## src/rtl/dispatch_queue.sv

```systemverilog
// In-order dispatch FIFO between Rename and ROB/RS: routes the head entry to one RS channel and allocates its ROB slot.
// Optional DISPATCH_BYPASS_EN macro lets an instruction dispatch combinationally from ren_* when the queue is empty.
module dispatch_queue #(
    parameter int DEPTH     = 4,
    parameter int NUM_FU    = 3,
    parameter int PAYLOAD_W = 64,
    parameter int PREG_W    = 6,
    parameter int ROB_TAG_W = 4,
    localparam int FU_W     = (NUM_FU > 1) ? $clog2(NUM_FU) : 1,
    localparam int CNT_W    = $clog2(DEPTH) + 1
) (
    input  logic                 clk,
    input  logic                 rst_n,
    input  logic                 flush_i,
    input  logic                 ren_valid_i,
    output logic                 ren_ready_o,
    input  logic [PAYLOAD_W-1:0] ren_payload_i,
    input  logic [FU_W-1:0]      ren_fu_i,
    input  logic [PREG_W-1:0]    ren_rs1_p_i,
    input  logic [PREG_W-1:0]    ren_rs2_p_i,
    input  logic [PREG_W-1:0]    ren_rd_new_p_i,
    input  logic [PREG_W-1:0]    ren_rd_old_p_i,
    input  logic                 rob_full_i,
    input  logic [ROB_TAG_W-1:0] rob_alloc_tag_i,
    output logic                 rob_push_o,
    output logic [PAYLOAD_W-1:0] rob_payload_o,
    output logic [PREG_W-1:0]    rob_rd_new_p_o,
    output logic [PREG_W-1:0]    rob_rd_old_p_o,
    input  logic [NUM_FU-1:0]    rs_ready_i,
    output logic [NUM_FU-1:0]    rs_valid_o,
    output logic [PAYLOAD_W-1:0] dsp_payload_o,
    output logic [PREG_W-1:0]    dsp_rs1_p_o,
    output logic [PREG_W-1:0]    dsp_rs2_p_o,
    output logic [PREG_W-1:0]    dsp_rd_p_o,
    output logic [ROB_TAG_W-1:0] dsp_rob_tag_o,
    output logic [CNT_W-1:0]     count_o,
    output logic [15:0]          rob_stall_cnt_o,
    output logic [15:0]          rs_stall_cnt_o
);

    localparam int PTR_W = $clog2(DEPTH);

    typedef struct packed {
        logic [PAYLOAD_W-1:0] payload;
        logic [FU_W-1:0]      fu;
        logic [PREG_W-1:0]    rs1;
        logic [PREG_W-1:0]    rs2;
        logic [PREG_W-1:0]    rd_new;
        logic [PREG_W-1:0]    rd_old;
    } entry_t;

    entry_t            mem_q [DEPTH];
    entry_t            mem_d [DEPTH];
    logic [PTR_W-1:0]  head_q, head_d, tail_q, tail_d;
    logic [CNT_W-1:0]  count_q, count_d;
    logic [15:0]       rob_stall_cnt_q, rob_stall_cnt_d;
    logic [15:0]       rs_stall_cnt_q, rs_stall_cnt_d;

    entry_t in_e, head_e;
    logic   head_valid, byp, legal, rs_rdy_sel;
    logic   fire, drop, pop, push, wr, rd;

    always_comb begin
        in_e.payload = ren_payload_i;
        in_e.fu      = ren_fu_i;
        in_e.rs1     = ren_rs1_p_i;
        in_e.rs2     = ren_rs2_p_i;
        in_e.rd_new  = ren_rd_new_p_i;
        in_e.rd_old  = ren_rd_old_p_i;

        head_e     = mem_q[head_q];
        head_valid = (count_q != '0);
`ifdef DISPATCH_BYPASS_EN
        byp = (count_q == '0) && ren_valid_i && !flush_i;
        if (byp) begin
            head_e     = in_e;
            head_valid = 1'b1;
        end
`else
        byp = 1'b0;
`endif

        legal      = 1'b0;
        rs_rdy_sel = 1'b0;
        for (int unsigned f = 0; f < NUM_FU; f++) begin
            if (head_e.fu == FU_W'(f)) begin
                legal      = 1'b1;
                rs_rdy_sel = rs_ready_i[f];
            end
        end

        fire = head_valid && !flush_i && !rob_full_i && legal && rs_rdy_sel;
        // A bypassed illegal instruction is enqueued and dropped from storage next cycle.
        drop = head_valid && !flush_i && !legal && !byp;
        pop  = fire || drop;

        ren_ready_o = !flush_i && ((count_q < CNT_W'(DEPTH)) || pop);
        push        = ren_valid_i && ren_ready_o && !flush_i;
        wr          = push && !(byp && fire);
        rd          = drop || (fire && !byp);

        rob_push_o = fire;
        rs_valid_o = '0;
        for (int unsigned f = 0; f < NUM_FU; f++) begin
            rs_valid_o[f] = fire && (head_e.fu == FU_W'(f));
        end

        rob_payload_o  = head_e.payload;
        rob_rd_new_p_o = head_e.rd_new;
        rob_rd_old_p_o = head_e.rd_old;
        dsp_payload_o  = head_e.payload;
        dsp_rs1_p_o    = head_e.rs1;
        dsp_rs2_p_o    = head_e.rs2;
        dsp_rd_p_o     = head_e.rd_new;
        dsp_rob_tag_o  = rob_alloc_tag_i;

        mem_d   = mem_q;
        head_d  = head_q;
        tail_d  = tail_q;
        count_d = count_q;
        if (flush_i) begin
            head_d  = '0;
            tail_d  = '0;
            count_d = '0;
        end else begin
            if (wr) begin
                mem_d[tail_q] = in_e;
                tail_d        = tail_q + PTR_W'(1);
            end
            if (rd) head_d = head_q + PTR_W'(1);
            if (wr && !rd)      count_d = count_q + CNT_W'(1);
            else if (!wr && rd) count_d = count_q - CNT_W'(1);
        end

        rob_stall_cnt_d = rob_stall_cnt_q;
        rs_stall_cnt_d  = rs_stall_cnt_q;
        if (head_valid && !flush_i && rob_full_i && (rob_stall_cnt_q != '1))
            rob_stall_cnt_d = rob_stall_cnt_q + 16'd1;
        if (head_valid && !flush_i && !rob_full_i && legal && !rs_rdy_sel && (rs_stall_cnt_q != '1))
            rs_stall_cnt_d = rs_stall_cnt_q + 16'd1;
    end

    always_ff @(posedge clk or negedge rst_n) begin
        if (!rst_n) begin
            for (int unsigned i = 0; i < DEPTH; i++) mem_q[i] <= '0;
            head_q          <= '0;
            tail_q          <= '0;
            count_q         <= '0;
            rob_stall_cnt_q <= '0;
            rs_stall_cnt_q  <= '0;
        end else begin
            for (int unsigned i = 0; i < DEPTH; i++) mem_q[i] <= mem_d[i];
            head_q          <= head_d;
            tail_q          <= tail_d;
            count_q         <= count_d;
            rob_stall_cnt_q <= rob_stall_cnt_d;
            rs_stall_cnt_q  <= rs_stall_cnt_d;
        end
    end

    assign count_o         = count_q;
    assign rob_stall_cnt_o = rob_stall_cnt_q;
    assign rs_stall_cnt_o  = rs_stall_cnt_q;

endmodule

```

## config.mk

```make
export PLATFORM = sky130hd
export DESIGN_NAME = dispatch_queue
export DESIGN_NICKNAME = d
export VERILOG_FILES = /design/src/rtl/dispatch_queue.sv
export SDC_FILE = /design/constraint.sdc
export NUM_CORES = 1
export LEC_CHECK = 0
export CORE_UTILIZATION = 54
export DETAILED_ROUTE_END_ITERATION = 10
export GPL_TIMING_DRIVEN = 0
export PLACE_DENSITY_LB_ADDON = 0.1
export SLEW_MARGIN = 25
export SYNTH_ARGS = -nofsm -noshare
export SYNTH_HDL_FRONTEND = slang
export SYNTH_SLANG_ARGS = --single-unit
```

## constraint.sdc

```tcl
create_clock -name clk -period 4.5 [get_ports clk]
set_clock_uncertainty 0.2 [all_clocks]
set_input_delay 1.125 -clock clk [delete_from_list [all_inputs] [get_ports clk]]
set_output_delay 1.125 -clock clk [all_outputs]
set_load 0.02 [all_outputs]
```

# After elaboration in Yosys (flattened, before gate mapping)
# Cells that the tools add are included.
# word_totals
reg_bits	399
in_bits	102
out_inout_bits	202
wordCells	97
# op_classes
n_addsub	6
n_lt_le_gt_ge	4
n_eq_ne	4
mux	19
bitwise_logic	3
n_reduce_logical	32
# ops
operator	count
$bwmux 360	1
$mux 90	3
$bmux 90 s2	1
$demux 90 s2	1
$add 16x1->16 const B	2
$ne 16x16->1 const B	2
$logic_and 1x1->1	18
$mux 3	3
$mux 2	4
$ge 3x3->1 const B	2
$logic_not 1->1	6
$mux 1	6
$not 2->3	2
$reduce_bool 3->1	2
$add 2x1->2 const B	2
$reduce_bool 2->1	2
$add 3x1->3 const B	1
$lt 3x1->1 const B	1
$lt 3x3->1 const B	1
$sub 3x1->3 const B	1
$eq 2x1->1 const B	1
$eq 2x2->1 const B	1
$logic_not 2->1	1
$logic_or 1x1->1	2
2 further kinds	2

# Depth between registers and ports, before layout
# depth
word_depth	20
depth_mapped	10
mapped_depth_nobuf	8

# Worst setup path before layout
# OpenSTA, ideal clock, no wires.
# synth_timing
kind	reg2out
startpoint	reg head_q[0]
endpoint	out rob_payload_o[53]
arrival_time_ps	2400
t_required_ps	3175
setup_slack_ps	775
stages_incl_launch_ff	6
n_path_buf	4
path_cell_list	dfrtp_1 buf_2 buf_1 buf_1 mux4_2 buf_4
# synth_via
elab_chain_cells	4
# synth_lines
element	line	source
start: declaration	54	logic [PTR_W-1:0] head_q, head_d, tail_q, tail_d;
start signal: assignment	146	head_q <= '0;
start signal: assignment	153	head_q <= head_d;
$not 2->3 (not written as such)	71	head_e = mem_q[head_q];
$bmux 90 s2	71	
$mux 90 (not written as such) (2 in a row)	71	
end: declaration	26	output logic [PAYLOAD_W-1:0] rob_payload_o,
# Every way passes these cells. The select of a mux whose other input is x is not followed.

# Worst setup path after layout
# layout_timing
startpoint	reg head_q[0]
endpoint	out rs_valid_o[1]
# layout_via
elab_chain_cells	11
word_cells_on_any_way	16
# layout_lines
element	line	source
$not 2->3 (not written as such) *	71	
$bmux 90 s2 *	71	
$mux 90 (not written as such) * (2 in a row)	71	
$logic_not 2->1	86	if (head_e.fu == FU_W'(f)) begin
$mux 1 (3 in a row)	86	
$logic_and 1x1->1 (2 in a row)	92	fire = head_valid && !flush_i && !rob_full_i && legal && rs_rdy_sel;
$logic_and 1x1->1 *	105	rs_valid_o[f] = fire && (head_e.fu == FU_W'(f));
end: declaration	30	output logic [NUM_FU-1:0] rs_valid_o,
# Every way passes the cells marked *; elsewhere a longest branch is shown, timed or not. The select of a mux whose other input is x is not followed.

==> results.md <==
- Status: complete, no violations
- Dpl hpwl: 26200 µm
- CTS buffer count: 43
- Routed vias: 10.9k
- Area Overhead vs Synth: 27.8%
- Largest stage delay on the critical path: 0.60 ns
- Post-synthesis cell area: 18300 µm²
- Final Max Tran Viols: 0
- Met2 routed WL: 18800 µm
- Met3 wire length: 2410 µm
- Max Cap Violations: 0
- Die Y: 186 µm
- Crit path cell chain: buf_4 -> mux4_2 -> nor4_4 -> buf_4 -> and3_1 -> clkdlybuf4s50_1
- Worst setup path class: reg -> out
- Routed Antenna Nets: 0
- Final setup fails: 0
- CTS tree: built
- Detailed Route WL: 38600 µm
- Crit path capture type: primary output
- Starting DRT DRC Count: 564
- Synth Instances: 1153
- Final #Nets: 1612
- Post-Syn Area per Cell: 15.9 µm²
- Clk pin slew, worst setup/hold paths: 0.06 ns
- M1 wire length: 16900 µm
- First drt pass iteration count: 5
- # IOs: 304
- Worst VDD drop: 0.580 mV
- Drt drc: 0
- CP dominant cell by count: buf_4
- Die width: 186 µm
- Footprint of the multi-input gates: 7220 µm²
- CP required: 3.17 ns
- Buffers on Ports: 299
- Layout cells sized above 1: 19.2%
- Fin cells: 1982
- Hold_ws: 0.278 ns
- Final hold violations: 0
- Share of the yosys chip area belonging to registers: 54.6%
- Vias in the first global route: 11.3k
- Placed Instances: 1904
- Fill cell count: 2317
- Count of state elements after synthesis: 399
- Static Leak: 10.3 nW
- Gp weighted congestion: 0.782
- Synthesized net count: 1262
- Final Cycle Share: 96.5%
- Row count: 67
- YS warnings: 0
- Area after DPL: 22000 µm²
- Clock root buffer: clkbuf_16
- Clock buffer depth: 3
- Crit start category: flop
- Post-synthesis cell type count: 42
- Yosys top cell by area: dfrtp_1
- DR vias/cell: 5.49
- Largest net degree at the start of global routing: 92
- FF+latch area: 9980 µm²
- Reg2Reg Setup Slack: 1.07 ns
- Final setup TNS: 0 ns
- CORE AREA: 33400 µm²
- RSZ-0062 raised after global routing: false
- Max layer used: met5
- Total GRT Usage: 23.4%
- Worst min path class: reg -> reg
- First-pass GRT wire length: 62300 µm
- Initial Utilization: 54.7%
- N_diodes: 0
- Largest cells by area after synthesis: dfrtp_1, mux2_1, mux4_2, buf_4, buf_6
- Pwr dens: 726 nW/µm²
- Slowest CP cell: mux4_2
- Design Area, Final: 23400 µm²
- Grt ovf: 0
- Top cell type's share of synthesized area: 54.6%
- Post-CTS Hold Buffers: 0
- Fmax: 230 MHz
- Slew margin rel.: 51.9%
- DIE AREA: 34600 µm²
- Critical path peak fanout: 10
- Clock Latency Late Sink: 0.54 ns
- Final min period: 4.34 ns
- Initial antenna violation count: 1
- Worst slew pin tran: 0.721 ns
- Critical Path AT: 3.02 ns
- Htree depth: 2
- Drt wl/cell: 19.5 µm
- TritonCTS Sinks: 399
[kinds of logic after synthesis]
logic type / Yosys count / synth area share (%)
compound gates: 21 / 1.05
xor+xnor: 30 / 1.44
fa+ha+maj: 7 / 0.520
buf+inv: 145 / 5.99
flops: 399 / 54.6
mux: 458 / 33.7
simple gates: 93 / 2.72
[placed cells by master (no fill, tap or decap), types with 6 or more instances in the layout]
master / n
buf_4: 80
buf_6: 35
clkbuf_1: 21
clkbuf_16: 44
clkbuf_8: 12
clkdlybuf4s50_1: 297
dfrtp_1: 399
ha_1: 6
inv_1: 10
mux2_1: 361
mux4_2: 90
nand2_1: 20
nand3_1: 10
nand4_1: 6
nor2_1: 18
nor3_1: 8
nor4_1: 7
xnor2_1: 10
xor2_1: 20
[sequential cells by signal, summed over array words and instances, names as in the netlist]
register / count
rob_stall_cnt_o: 16
count_o: 3
mem_q: 360
tail_q: 2
head_q: 2
rs_stall_cnt_o: 16
[power breakdown]
part           leakage (nW)  switching, W  internal [W]  total (W)
sequential             5.07      0.000731       0.00510    0.00583
clock                 0.669       0.00138       0.00200    0.00338
combinational          4.59       0.00343       0.00435    0.00778
total                  10.3       0.00554        0.0114     0.0170
[synthesized netlist by cell type, drive strengths merged]
library cell	n
nand2	20
nor4b	2
mux2i	2
or4	1
and3	1
a21boi	1
fa	1
o31ai	1
xor2	20
or3	4
nor4	8
dfrtp	399
nor2	18
nand2b	4
o2111a	1
nand3	10
ha	6
and4	4
nand4	6
inv	10
a2111o	1
nor2b	4
nor3b	2
clkbuf	7
o21ai	2
a21oi	10
nor3	8
a2bb2oi	1
or2	1
xnor2	10
a211oi	3
mux4	90
a31oi	1
buf	128
mux2	366
[worst max-delay path, delay by kind of cell, from the launching register on]
family | cells | cell delay [ns]
buffers and inverters | 3 | 1.02
muxes | 1 | 0.60
and+or+nand+nor | 2 | 0.52
DFF | 1 | 0.33
[stage by stage]
stage	util (%)	power (W)	setup slack, ns
CTS	69.9	0.0172	-0.00723
detailed placement	65.7	0.0137	-0.296
finish	69.9	0.0170	0.158
global placement	65.3	0.0135	-15.18
global route	69.9	0.0180	0.0580
floorplan	-	0.0105	0.775
[path summary, 6_finish.rpt]
path	from	end	cells past startpoint
min in group asynchronous	rst_n	mem_q[233]$_DFFE_PN0P_	1
worst max-delay path	head_q[0]$_DFFE_PN0P_	rs_valid_o[1]	6
max in group asynchronous	rst_n	mem_q[279]$_DFFE_PN0P_	3
worst max register to register	head_q[0]$_DFFE_PN0P_	count_o[1]$_DFFE_PN0P_	10
worst min register to register	mem_q[76]$_DFFE_PN0P_	mem_q[76]$_DFFE_PN0P_	1
worst min-delay path	mem_q[76]$_DFFE_PN0P_	mem_q[76]$_DFFE_PN0P_	1
[timing repair]
action,4_1_cts,5_1_grt
setup endpoints to repair,120,55
hold endpoints to repair,0,0
gates cloned,0,0
resized for setup,21,7
pin swaps,2,0
setup buffers,2,0
[routing by layer]
metal | GRT usage [%] | vias to the layer above
met5 | 0 | -
met4 | 4.69 | 2
met3 | 5.24 | 45
met2 | 38.3 | 254
met1 | 32.1 | 5704
li1 | - | 4875
[layout make-up]
class	count	area share (%)
buffer	135	4.68
clock buffer	71	5.66
tap	448	2.40
timing repair buffer	305	13.4
sequential	399	42.7
inverter	10	0.161
multi-input combinational	609	30.9
clock inverter	5	0.171
Note: power is estimated with default switching activity, not from simulation.
